File: config.mk
export PLATFORM = sky130hd
export DESIGN_NAME = memory_bus_arbiter
export DESIGN_NICKNAME = d
export VERILOG_FILES = /design/src/rtl/memory_bus_arbiter_pkg.sv /design/src/rtl/memory_bus_arbiter_rr_picker.sv /design/src/rtl/memory_bus_arbiter.sv
export SDC_FILE = /design/constraint.sdc
export NUM_CORES = 1
export LEC_CHECK = 0
export ABC_AREA = 0
export BUFFER_PORTS_ARGS = -buffer_cell sky130_fd_sc_hd__buf_2
export CORE_ASPECT_RATIO = 1.25
export CORE_MARGIN = 2
export CORE_UTILIZATION = 35
export CTS_CLUSTER_DIAMETER = 30
export DETAILED_ROUTE_END_ITERATION = 10
export GPL_ROUTABILITY_DRIVEN = 0
export HOLD_SLACK_MARGIN = 0.02
export PLACE_DENSITY = 0.68
export SYNTH_ARGS = -nofsm -noshare
export SYNTH_HDL_FRONTEND = slang
export SYNTH_SLANG_ARGS = --single-unit
File: constraint.sdc
create_clock -name clk -period 1.9 [get_ports clk]
set_input_delay 0.19 -clock clk [delete_from_list [all_inputs] [get_ports clk]]
set_output_delay 0.19 -clock clk [all_outputs]
set_load 0.03 [all_outputs]
File: src/rtl/memory_bus_arbiter_pkg.sv
// Shared types and limits for the memory bus arbiter.
package memory_bus_arbiter_pkg;

  localparam int MEM_ARB_MAX_REQ = 8;

  typedef enum logic [1:0] {
    IDLE    = 2'd0,
    BUSY    = 2'd1,
    RELEASE = 2'd2
  } arb_state_t;

endpackage

File: src/rtl/memory_bus_arbiter_rr_picker.sv
// Rotating priority encoder: first set request at or after ptr, wrapping modulo N.
module rr_picker
  import memory_bus_arbiter_pkg::*;
#(
  parameter int N     = 2,
  parameter int IDX_W = (N > 1) ? $clog2(N) : 1
) (
  input  logic [N-1:0]     req,
  input  logic [IDX_W-1:0] ptr,
  output logic [IDX_W-1:0] idx,
  output logic             valid
);

  localparam logic [IDX_W:0] N_L = (IDX_W + 1)'(N);

  logic [2*N-1:0] dbl;
  logic [N-1:0]   rot;
  logic [IDX_W:0] sum;

  // Rotating the doubled vector puts requester ptr at bit 0.
  assign dbl = {req, req} >> ptr;
  assign rot = dbl[N-1:0];

  always_comb begin
    sum   = '0;
    valid = 1'b0;
    for (int j = N - 1; j >= 0; j--) begin
      if (rot[j]) begin
        sum   = {1'b0, ptr} + (IDX_W + 1)'(j);
        valid = 1'b1;
      end
    end
    idx = (sum >= N_L) ? IDX_W'(sum - N_L) : sum[IDX_W-1:0];
  end

endmodule

File: src/rtl/memory_bus_arbiter.sv
// Round-robin arbiter sharing one memory bus among NUM_REQ requesters, one transaction at a time.
// Define MEM_ARB_FIXED_PRIO_EN for fixed priority (lowest index wins) instead of round-robin.
module memory_bus_arbiter
  import memory_bus_arbiter_pkg::*;
#(
  parameter int NUM_REQ         = 2,
  parameter int BUS_WIDTH_BYTES = 4,
  parameter int BUS_WIDTH_BITS  = BUS_WIDTH_BYTES * 8,
  parameter int XLEN            = 32
) (
  input  logic                              clk,
  input  logic                              reset_n,
  input  logic [NUM_REQ-1:0]                req_read,
  input  logic [NUM_REQ-1:0]                req_write,
  input  logic [NUM_REQ*XLEN-1:0]           req_address,
  input  logic [NUM_REQ*BUS_WIDTH_BITS-1:0] req_wdata,
  output logic [BUS_WIDTH_BITS-1:0]         req_rdata,
  output logic [NUM_REQ-1:0]                req_ready,
  output logic [NUM_REQ-1:0]                req_done,
  output logic                              mem_read,
  output logic                              mem_write,
  output logic [XLEN-1:0]                   mem_address,
  output logic [BUS_WIDTH_BITS-1:0]         mem_wdata,
  input  logic [BUS_WIDTH_BITS-1:0]         mem_rdata,
  input  logic                              mem_ready,
  input  logic                              mem_done
);

  localparam int IDX_W = (NUM_REQ > 1) ? $clog2(NUM_REQ) : 1;

  if (NUM_REQ < 2 || NUM_REQ > MEM_ARB_MAX_REQ) begin : g_cfg_check
    $error("memory_bus_arbiter: NUM_REQ must be 2..8");
  end

  arb_state_t                state_q, state_d;
  logic [IDX_W-1:0]          grant_q, grant_d;
  logic                      mem_read_q, mem_read_d;
  logic                      mem_write_q, mem_write_d;
  logic [XLEN-1:0]           mem_address_q, mem_address_d;
  logic [BUS_WIDTH_BITS-1:0] mem_wdata_q, mem_wdata_d;
  logic [BUS_WIDTH_BITS-1:0] req_rdata_q, req_rdata_d;
  logic [NUM_REQ-1:0]        req_done_q, req_done_d;

  logic [NUM_REQ-1:0]        req_any;
  logic [IDX_W-1:0]          rr_ptr;
  logic [IDX_W-1:0]          pick_idx;
  logic                      pick_vld;
  logic [XLEN-1:0]           addr_a  [NUM_REQ];
  logic [BUS_WIDTH_BITS-1:0] wdata_a [NUM_REQ];

  for (genvar i = 0; i < NUM_REQ; i++) begin : g_slice
    assign addr_a[i]  = req_address[i*XLEN +: XLEN];
    assign wdata_a[i] = req_wdata[i*BUS_WIDTH_BITS +: BUS_WIDTH_BITS];
  end

  assign req_any = req_read | req_write;

  rr_picker #(
    .N     (NUM_REQ),
    .IDX_W (IDX_W)
  ) u_picker (
    .req   (req_any),
    .ptr   (rr_ptr),
    .idx   (pick_idx),
    .valid (pick_vld)
  );

`ifdef MEM_ARB_FIXED_PRIO_EN
  assign rr_ptr = '0;
`else
  logic [IDX_W-1:0] rr_q, rr_d;
  logic [IDX_W-1:0] grant_next;

  assign grant_next = (grant_q == IDX_W'(NUM_REQ - 1)) ? '0 : grant_q + 1'b1;

  always_comb begin
    rr_d = rr_q;
    if (state_q == BUSY && mem_done) rr_d = grant_next;
  end

  always_ff @(posedge clk or negedge reset_n) begin
    if (!reset_n) rr_q <= '0;
    else          rr_q <= rr_d;
  end

  assign rr_ptr = rr_q;
`endif

  always_comb begin
    state_d       = state_q;
    grant_d       = grant_q;
    mem_read_d    = mem_read_q;
    mem_write_d   = mem_write_q;
    mem_address_d = mem_address_q;
    mem_wdata_d   = mem_wdata_q;
    req_rdata_d   = req_rdata_q;
    req_done_d    = '0;
    unique case (state_q)
      IDLE: begin
        if (pick_vld && mem_ready) begin
          state_d       = BUSY;
          grant_d       = pick_idx;
          // A requester raising both strobes is served as a write.
          mem_write_d   = req_write[pick_idx];
          mem_read_d    = req_read[pick_idx] & ~req_write[pick_idx];
          mem_address_d = addr_a[pick_idx];
          mem_wdata_d   = wdata_a[pick_idx];
        end
      end
      BUSY: begin
        if (mem_done) begin
          state_d     = RELEASE;
          req_done_d  = NUM_REQ'(1) << grant_q;
          if (mem_read_q) req_rdata_d = mem_rdata;
          mem_read_d  = 1'b0;
          mem_write_d = 1'b0;
        end
      end
      RELEASE: state_d = IDLE;
      default: state_d = IDLE;
    endcase
  end

  always_ff @(posedge clk or negedge reset_n) begin
    if (!reset_n) begin
      state_q       <= IDLE;
      grant_q       <= '0;
      mem_read_q    <= 1'b0;
      mem_write_q   <= 1'b0;
      mem_address_q <= '0;
      mem_wdata_q   <= '0;
      req_rdata_q   <= '0;
      req_done_q    <= '0;
    end else begin
      state_q       <= state_d;
      grant_q       <= grant_d;
      mem_read_q    <= mem_read_d;
      mem_write_q   <= mem_write_d;
      mem_address_q <= mem_address_d;
      mem_wdata_q   <= mem_wdata_d;
      req_rdata_q   <= req_rdata_d;
      req_done_q    <= req_done_d;
    end
  end

  assign req_ready   = (state_q == IDLE) ? {NUM_REQ{1'b1}} : '0;
  assign req_done    = req_done_q;
  assign req_rdata   = req_rdata_q;
  assign mem_read    = mem_read_q;
  assign mem_write   = mem_write_q;
  assign mem_address = mem_address_q;
  assign mem_wdata   = mem_wdata_q;

endmodule

==> summary.txt <==
Status
  • Outcome: completed

Synth
  • Synth top cells by count: dfrtp_1, o21ai_0, a2bb2oi_1
  • Cell Area, Synth: 4932 um2
  • Cells after synthesis: 409
  • Yosys top cell area share: 52.77%
  • Synthesis Warnings: 0
  • Mapped Avg Cell Area: 12.06 um2
  • Post-synthesis cell type count: 30
  • Synth async-reset ratio: 100.0%
  • Top-count cell post-synth: dfrtp_1
  • Synth Net Count: about 580
  • Seq/Total Area, Yosys: 52.77%
  • Leading area contributor after synthesis: dfrtp_1
  • EDFF count, synth: 0
  • Synth area leaders: dfrtp_1, a2bb2oi_1, a311oi_1
  • Yosys reg bits: about 100
  • Predominant post-synthesis flop cell: dfrtp_1

GRT
  • Number of global-route vias before repair: between 4000 and 5000
  • Total gr overflow: 0
  • Largest net degree at the start of global routing: 65
  • Tot GR Track Use: between 20% and 30%
  • Global-route wire length before repair: 23770 um
  • Initial antenna violation count: 1

Clocking
  • Clock Tree Buf Depth: 2
  • H-tree depth: 3
  • Clock transition at path regs: 80 ps
  • Clock Latency Late Sink: 350 ps
  • Clock Sinks: 104
  • Postcts setup bufs: 0
  • CTS buffer count: 9
  • CTS root buf: clkbuf_16
  • CTS tree: yes

Final layout
  • Footprint of the multi-input gates: 2042 um2
  • Final core utilization: 48.57%
  • Final non-filler cell total: approximately 830
  • Post-route cell area: 6709 um2
  • Nets@finish: 820
  • Area grow syn2layout: 36.02%
  • Share of cells above drive strength 1: 52.36%
  • Register area: about 2600 um2
  • Filler cell count: 1273

Floorplanning
  • FP Rows: 48
  • Die Span X: between 100 and 150 um
  • Core ar.: 13810 um2
  • Die height: 136.7 um
  • Boundary Pins: 270
  • Die area: 15060 um2
  • Initial Utilization: 35.71%

Worst hold path
  • Worst hold-check path type: in -> reg
  • Min-delay src: mem_rdata[7]

Power and ir drop
  • Worst VDD drop: 1.036 mV
  • Design Power: 11.42 mW
  • Leak: ~3.0 nW
  • Pwr Density: 1701 nW/um2

Timing
  • Worst setup margin: between 100 and 150 ps
  • Final Setup Violations: 0
  • Worst Skew: 9.615 ps
  • RSZ-0062 raised after global routing: no
  • Final Cycle Share: around 92%
  • Worst-Margin Slew: 738.2 ps
  • Max Clock Freq: about 0.57 GHz
  • Hold WS: roughly 63 ps
  • Post-layout min period: about 1800 ps
  • Rel. slew slack: 50.66%
  • Setup TNS: 0 ps
  • Final hold violation count: 0
  • Slew Limit Fails: 0

Route
  • Drt drc: 0
  • Vias per cell: 5.715
  • Initial DRT Pass Iterations: 4
  • Post-detailed-route count of antenna-violating nets: 0
  • 1st-iter DRT viols: roughly 380
  • Vias: 4761
  • Post-DR wirelength/cell: ~19 um
  • Post-Route WL: 15930 um

Worst setup path
  • Crit. Startpoint: state_q[1]
  • CP Max Fanout: 40
  • Setup Crit Path Kind: reg -> reg
  • Reg-to-Reg Start: state_q[1]
  • Critical Path AT: approximately 2000 ps
  • Critical path launch point type: flip-flop
  • WP data required: 2110 ps
  • Crit end category: flip-flop

Placement
  • Placed cell area: approximately 6400 um2
  • Place WS: 168.4 ps
  • Hpwl dp: approximately 11000 um
  • Number of placed instances, taps included: 815
  • Input/output buffers: 269

Job
  • Maxcap violations: 0
## path summary, 6_finish.rpt
check                             endpoint  slack [ps]  cells after the start
max                        mem_address[21]         150                      4
min                           req_rdata[7]          60                      2
max reg2reg                mem_address[21]         150                      4
min reg2reg                    req_done[0]         460                      1
max in group asynchronous  mem_address[21]         910                      3
min in group asynchronous    req_rdata[22]         360                      2
## cells in the final DEF (no fill, tap or decap), drive strengths merged, types with 2 or more instances in the layout
| master | count |
|---|---|
| mux2 | 33 |
| clkinvlp | 2 |
| buf | 285 |
| a2bb2oi | 64 |
| nor2 | 6 |
| or2 | 2 |
| a311oi | 64 |
| o21ai | 66 |
| and2 | 2 |
| inv | 4 |
| clkbuf | 10 |
| dfrtp | 104 |
| clkinv | 2 |
## logic make-up after synthesis
family	count (synthesis)	synth area share [%]
buffers and inverters	56	6.266
multiplexers	33	7.534
AND/OR/NAND/NOR	16	2.359
AO/OA/AOI/OAI	200	31.08
flip-flops	104	52.77
## final cells by class
| cell class | instances | area share, % |
|---|---|---|
| Clock buffer | 10 | 3.413 |
| Antenna cell | 1 | 0.03730 |
| Inverter | 2 | 0.1119 |
| Clock inverter | 6 | 0.7833 |
| Multi-Input combinational cell | 249 | 30.44 |
| Timing Repair Buffer | 286 | 23.16 |
| Sequential cell | 104 | 38.79 |
| Tap cell | 175 | 3.264 |
## report_power, final
group | leakage [nW] | switching [mW] | total [mW] | internal [mW]
sequential | 1.20 | 0.629 | 3.90 | 3.27
combinational | 1.71 | 3.69 | 5.73 | 2.04
clock | 0.131 | 0.878 | 1.79 | 0.909
total | 3.04 | 5.20 | 11.4 | 6.22
## routing by layer
| metal | track usage (%) | wire (um) | up-vias | part of all wire, % |
|---|---|---|---|---|
| met5 | 0 | 0 | - | 0 |
| met4 | 10.28 | 450 | 0 | 2.8 |
| met3 | 4.619 | 1274 | 38 | 8.0 |
| met2 | 35.07 | 8010 | 248 | 50 |
| met1 | 23.72 | 6195 | 2365 | 39 |
| li1 | - | - | 2110 | - |
## registers in the layout (all words and copies together), names as in the netlist
register	cells
mem_write	1
mem_read	1
rr_ptr	1
state_q	2
req_done	2
req_rdata	32
mem_wdata	32
mem_address	32
grant_q	1
## worst max-delay path: stages, from the launching register on
cell	delay, ps
dfrtp_1	400
or3b_4	450
buf_4	290
a311oi_1	330
a2bb2oi_1	110
## repair_timing
action                                 in CTS  in global routing
setup endpoints to repair                   0                  0
gates resized for setup                     0                  0
hold buffers                                1                  0
endpoints found under the hold margin      38                  0
No activity file was read; power rests on OpenSTA's default activity.
